<file path="src/rtl/uart_tx_queue.sv">
// uart_tx_queue: host-side byte FIFO plus launch sequencer for the UART
// transmitter. Words are accepted on wr_valid/wr_ready, buffered, and handed
// to the transmitter one at a time on TxData/transmit, paced by busy.
// Optional macro UART_TXQ_LEVEL_EN adds a registered 'level' output (fill count).
module uart_tx_queue #(
  parameter int DATA_WIDTH = 8,
  parameter int DEPTH      = 16
) (
  input  logic                    clk,
  input  logic                    reset,
  input  logic [DATA_WIDTH-1:0]   wr_data,
  input  logic                    wr_valid,
  output logic                    wr_ready,
  output logic [DATA_WIDTH-1:0]   TxData,
  output logic                    transmit,
  input  logic                    busy,
`ifdef UART_TXQ_LEVEL_EN
  output logic [$clog2(DEPTH):0]  level,
`endif
  output logic                    full,
  output logic                    empty
);

  localparam int ADDR_W = $clog2(DEPTH);
  localparam logic [ADDR_W:0]   CNT_FULL = (ADDR_W+1)'(DEPTH);
  localparam logic [ADDR_W:0]   CNT_ONE  = (ADDR_W+1)'(1);
  localparam logic [ADDR_W-1:0] PTR_ONE  = ADDR_W'(1);

  typedef enum logic [1:0] {IDLE, LAUNCH, DRAIN} state_e;

  state_e                  state_q, state_d;
  logic [DATA_WIDTH-1:0]   mem_q [DEPTH];
  logic [ADDR_W-1:0]       wptr_q, rptr_q;
  logic [ADDR_W:0]         count_q, count_d;
  logic [DATA_WIDTH-1:0]   txdata_q, txdata_d;
  logic                    transmit_q, transmit_d;
  logic                    push, pop;

  // Status flags come straight from the registered count; no write bypass.
  assign full     = (count_q == CNT_FULL);
  assign empty    = (count_q == '0);
  assign wr_ready = !full;
  assign push     = wr_valid && !full;
  assign TxData   = txdata_q;
  assign transmit = transmit_q;
`ifdef UART_TXQ_LEVEL_EN
  assign level    = count_q;
`endif

  // Launch sequencer: pop the head only when idle and the line is free,
  // hold transmit until the transmitter acknowledges with busy, then wait
  // for the frame to finish before considering the next word.
  always_comb begin
    state_d    = state_q;
    txdata_d   = txdata_q;
    transmit_d = transmit_q;
    pop        = 1'b0;
    unique case (state_q)
      IDLE: begin
        if (!empty && !busy) begin
          txdata_d   = mem_q[rptr_q];
          pop        = 1'b1;
          transmit_d = 1'b1;
          state_d    = LAUNCH;
        end
      end
      LAUNCH: begin
        if (busy) begin
          transmit_d = 1'b0;
          state_d    = DRAIN;
        end
      end
      DRAIN: begin
        if (!busy) state_d = IDLE;
      end
      default: begin
        transmit_d = 1'b0;
        state_d    = IDLE;
      end
    endcase
  end

  // Occupancy: simultaneous push and pop leaves the count unchanged.
  always_comb begin
    count_d = count_q;
    unique case ({push, pop})
      2'b10:   count_d = count_q + CNT_ONE;
      2'b01:   count_d = count_q - CNT_ONE;
      default: count_d = count_q;
    endcase
  end

  // Control state, pointers and launch registers; reset discards the queue.
  always_ff @(posedge clk) begin
    if (reset) begin
      state_q    <= IDLE;
      wptr_q     <= '0;
      rptr_q     <= '0;
      count_q    <= '0;
      txdata_q   <= '0;
      transmit_q <= 1'b0;
    end else begin
      state_q    <= state_d;
      count_q    <= count_d;
      txdata_q   <= txdata_d;
      transmit_q <= transmit_d;
      if (push) wptr_q <= wptr_q + PTR_ONE;
      if (pop)  rptr_q <= rptr_q + PTR_ONE;
    end
  end

  // Storage array; contents are don't-care until written, so no reset.
  always_ff @(posedge clk) begin
    if (push) mem_q[wptr_q] <= wr_data;
  end

endmodule

</file>
<file path="config.mk">
export PLATFORM = sky130hd
export DESIGN_NAME = uart_tx_queue
export DESIGN_NICKNAME = d
export VERILOG_FILES = /design/src/rtl/uart_tx_queue.sv
export SDC_FILE = /design/constraint.sdc
export NUM_CORES = 1
export LEC_CHECK = 0
export CORE_MARGIN = 8
export CORE_UTILIZATION = 55
export CTS_CLUSTER_DIAMETER = 30
export CTS_CLUSTER_SIZE = 20
export DETAILED_ROUTE_END_ITERATION = 16
export GPL_TIMING_DRIVEN = 0
export PLACE_DENSITY_LB_ADDON = 0.12
export SYNTH_ARGS = -nofsm -noshare
export SYNTH_HDL_FRONTEND = slang
export SYNTH_SLANG_ARGS = --single-unit
</file>
<file path="constraint.sdc">
create_clock -name clk -period 4.52 [get_ports clk]
set_input_delay 0.904 -clock clk [delete_from_list [all_inputs] [get_ports clk]]
set_output_delay 0.904 -clock clk [all_outputs]
set_load 0.1 [all_outputs]
</file>
==> results by group <==
Outcome
  – Status: finished, final reports clean

Floorplanning
  – Num rows: 38
  – Die height: 121 microns
  – Core area: 10800 sq um
  – Starting Density: 56.3%
  – DIE AREA: 14700 sq um
  – Die width: 121 microns
  – Num ports: 24

Placed design
  – Dpl hpwl: 8210 microns
  – Dpl ws: 0.443 ns
  – Post-Place Cells: 541
  – Placer Congestion: 0.810
  – IO Port Bufs: 22

Global routing
  – Initial antenna violation count: 0
  – Gr usage total: 17.7%
  – First-pass GRT wire length: 18900 microns
  – Largest net degree at the start of global routing: 17
  – Grt ovf: 0
  – Vias in the first global route: 3429

Routing
  – 1st-iter DRT viols: 304
  – Final ANT Viol Nets: 0
  – Routed Wire Length: 12100 microns
  – Wire length per cell: 21.1 microns
  – Vias per cell: 5.88
  – First-pass detailed-route iteration total: 5
  – Vias: 3367
  – # DRC: 0

Yosys
  – Synth area leader: edfxtp_1
  – #FFs+latches synth: 152
  – Largest cells by area after synthesis: edfxtp_1, dfxtp_1, mux2i_1
  – EDFF count, synth: 128
  – Share of flip-flops with an asynchronous set or reset: 0%
  – Synth Instances: 379
  – Synthesized Nets: 401
  – Post-synth top flop: edfxtp_1
  – Synthesis Warnings: 0
  – Synth top area share: 63.0%
  – Netlist cell types: 44
  – Cell area after synthesis: 6100 sq um
  – Post-synthesis sequential area ratio: 70.8%
  – Synthesized area per cell: 16.1 sq um

Timing
  – Unrepaired setup endpoints after global routing: no
  – F_max: 264 MHz
  – TNS Setup: 0 ns
  – Worst setup slack after layout: 0.733 ns
  – Fin crit period: 3.79 ns
  – Final setup violating endpoints: 0
  – Final hold slack: 0.496 ns
  – Slew headroom: 10.8%
  – Clock Skew: 0.0138 ns
  – Fin. Hold Viols: 0
  – Slew at the pin closest to its max-slew limit: 1.33 ns
  – Pins Over Slew Limit: 0
  – Final Cycle Share: 83.8%

Clocking
  – Skew-Pair Late Insertion Delay: 0.53 ns
  – CTS H-tree lvls: 4
  – CTS Buf Count: 17
  – Clock buffer depth: 2
  – Num Clock Sinks: 152
  – CTS tree: yes
  – CTS Hold Buffers Added: 0
  – Post-CTS setup buffers: 0
  – Clk slew on worst S/H paths: 0.06 ns
  – Root buf cell: clkbuf_8
  – Post-cts sizing count: 0

Worst hold path
  – Hold wc startpoint: TxData[7]
  – Hold-critical path depth: 2
  – Hold Crit Endpoint: TxData[7]
  – Worst min path class: reg -> reg

Setup path
  – Flop-to-flop setup slack: 1.35 ns
  – Critical path cell sequence: or4_1 -> clkbuf_1 -> nor2_1 -> clkdlybuf4s50_1
  – Worst path bufs/invs: 2
  – Worst r2r path cells: 9
  – Slowest stage delay, CP: 1.14 ns
  – Crit path max fanout: 6
  – R2r endpoint: count_q[4]
  – Crit path capture type: output pin
  – Crit path DAT: 2.88 ns
  – Setup Crit Path Kind: reg -> out
  – CP max stage cell: clkdlybuf4s50_1
  – Reg2Reg Launch Point: count_q[1]
  – Req. time, crit path: 3.62 ns
  – Largest delay share family, worst path: buffers and inverters
  – Type of origin of the critical path: flip-flop

Cells and area
  – Cell Count, Final, Fillers Out: 573
  – Final nets: 442
  – Share of cells above drive strength 1: 11.5%
  – Multi-input combinational cell area: 1650 sq um
  – FF+latch area: 4320 sq um
  – Commonest non-fill, non-tap cell in the layout: edfxtp_1
  – # fillers: 807
  – Diodes inserted: 0
  – Syn-to-layout area delta: 15.4%
  – Most frequent cells in the layout: edfxtp_1, mux2i_1, nor2_1

Power
  – Pwr dens: 569 nW/um^2
  – VDD IR max: 0.000432 V
  – Lkg Pwr: 0.00229 uW

Run
  – Max Cap Violations: 0
-- Yosys cell counts, types with 5 or more instances --
| cell type | number |
|---|---|
| a2111oi_0 | 5 |
| a211oi_1 | 6 |
| buf_2 | 10 |
| clkbuf_1 | 9 |
| dfxtp_1 | 24 |
| edfxtp_1 | 128 |
| ha_1 | 9 |
| inv_1 | 5 |
| mux2i_1 | 48 |
| mux4_2 | 6 |
| nand2_1 | 5 |
| nor2_1 | 39 |
| nor3_1 | 6 |
| o22ai_1 | 22 |
| xor2_1 | 6 |
-- area by class of cell --
type,instances,share of cell area (%)
clock buffer,22,6.14
buffer,23,1.67
clock inverter,10,1.47
tap,140,2.49
multi-input combinational,199,23.5
timing repair buffer,22,3.13
sequential,152,61.4
inverter,5,0.266
-- sequential cells by signal, indices dropped and copies added (netlist names) --
| signal | flops |
|---|---|
| wptr_q | 4 |
| state_q | 2 |
| transmit | 1 |
| TxData | 8 |
| count_q | 5 |
| rptr_q | 4 |
| mem_q | 128 |
-- worst min-delay path: cells and delay by family (launching register included) --
family | cells | cell delay [ns]
AO/OA/AOI/OAI | 1 | 0.05
flip-flops | 1 | 0.31
AND/OR/NAND/NOR | 1 | 0.09
-- per-stage QoR --
| step | area, sq um | total power [uW] | util (%) |
|---|---|---|---|
| floorplan | 6100 | 2480 | - |
| global placement | 6500 | 2730 | 59.9 |
| detailed placement | 6500 | 2750 | 59.9 |
| CTS | 7040 | 4030 | 64.9 |
| global route | 7050 | 4160 | 65.0 |
| finish | 7050 | 4010 | 65.0 |
-- worst max-delay path by stage --
stage          startpoint          to  slack [ns]  cells after the start
2_1_floorplan        busy  count_q[4]        1.33                      9
3_3_place_gp         busy  count_q[4]        0.49                     10
3_5_place_dp         busy  count_q[4]        0.44                     10
4_1_cts        count_q[1]       empty        0.69                      4
5_1_grt        count_q[1]       empty        0.63                      4
6_report       count_q[1]       empty        0.73                      4
-- cell families (layout without fill, tap and decap cells) --
kind of cell,count (synthesis),count (layout),synth area share (%)
AO/OA/AOI/OAI,52,52,6.09
XOR/XNOR,10,10,1.43
adder cells (fa/ha/maj),10,10,2.17
buffers and inverters,28,82,2.23
flip-flops,152,152,70.8
multiplexers,59,59,12.0
AND/OR/NAND/NOR,68,68,5.23
-- per-layer routing --
layer  up-vias  track usage [%]  wire length, microns
met5         -                0                     0
met4         0             8.40                   255
met3        22             6.19                   888
met2       112             27.4                  5680
met1      1673             21.7                  5250
li1       1560                -                     -
-- where the power goes --
part / switching (uW) / internal, uW / total (uW)
sequential: 53.7 / 1620 / 1670
clock: 512 / 777 / 1290
combinational: 749 / 300 / 1050
Power figures use the tool's default switching activity.
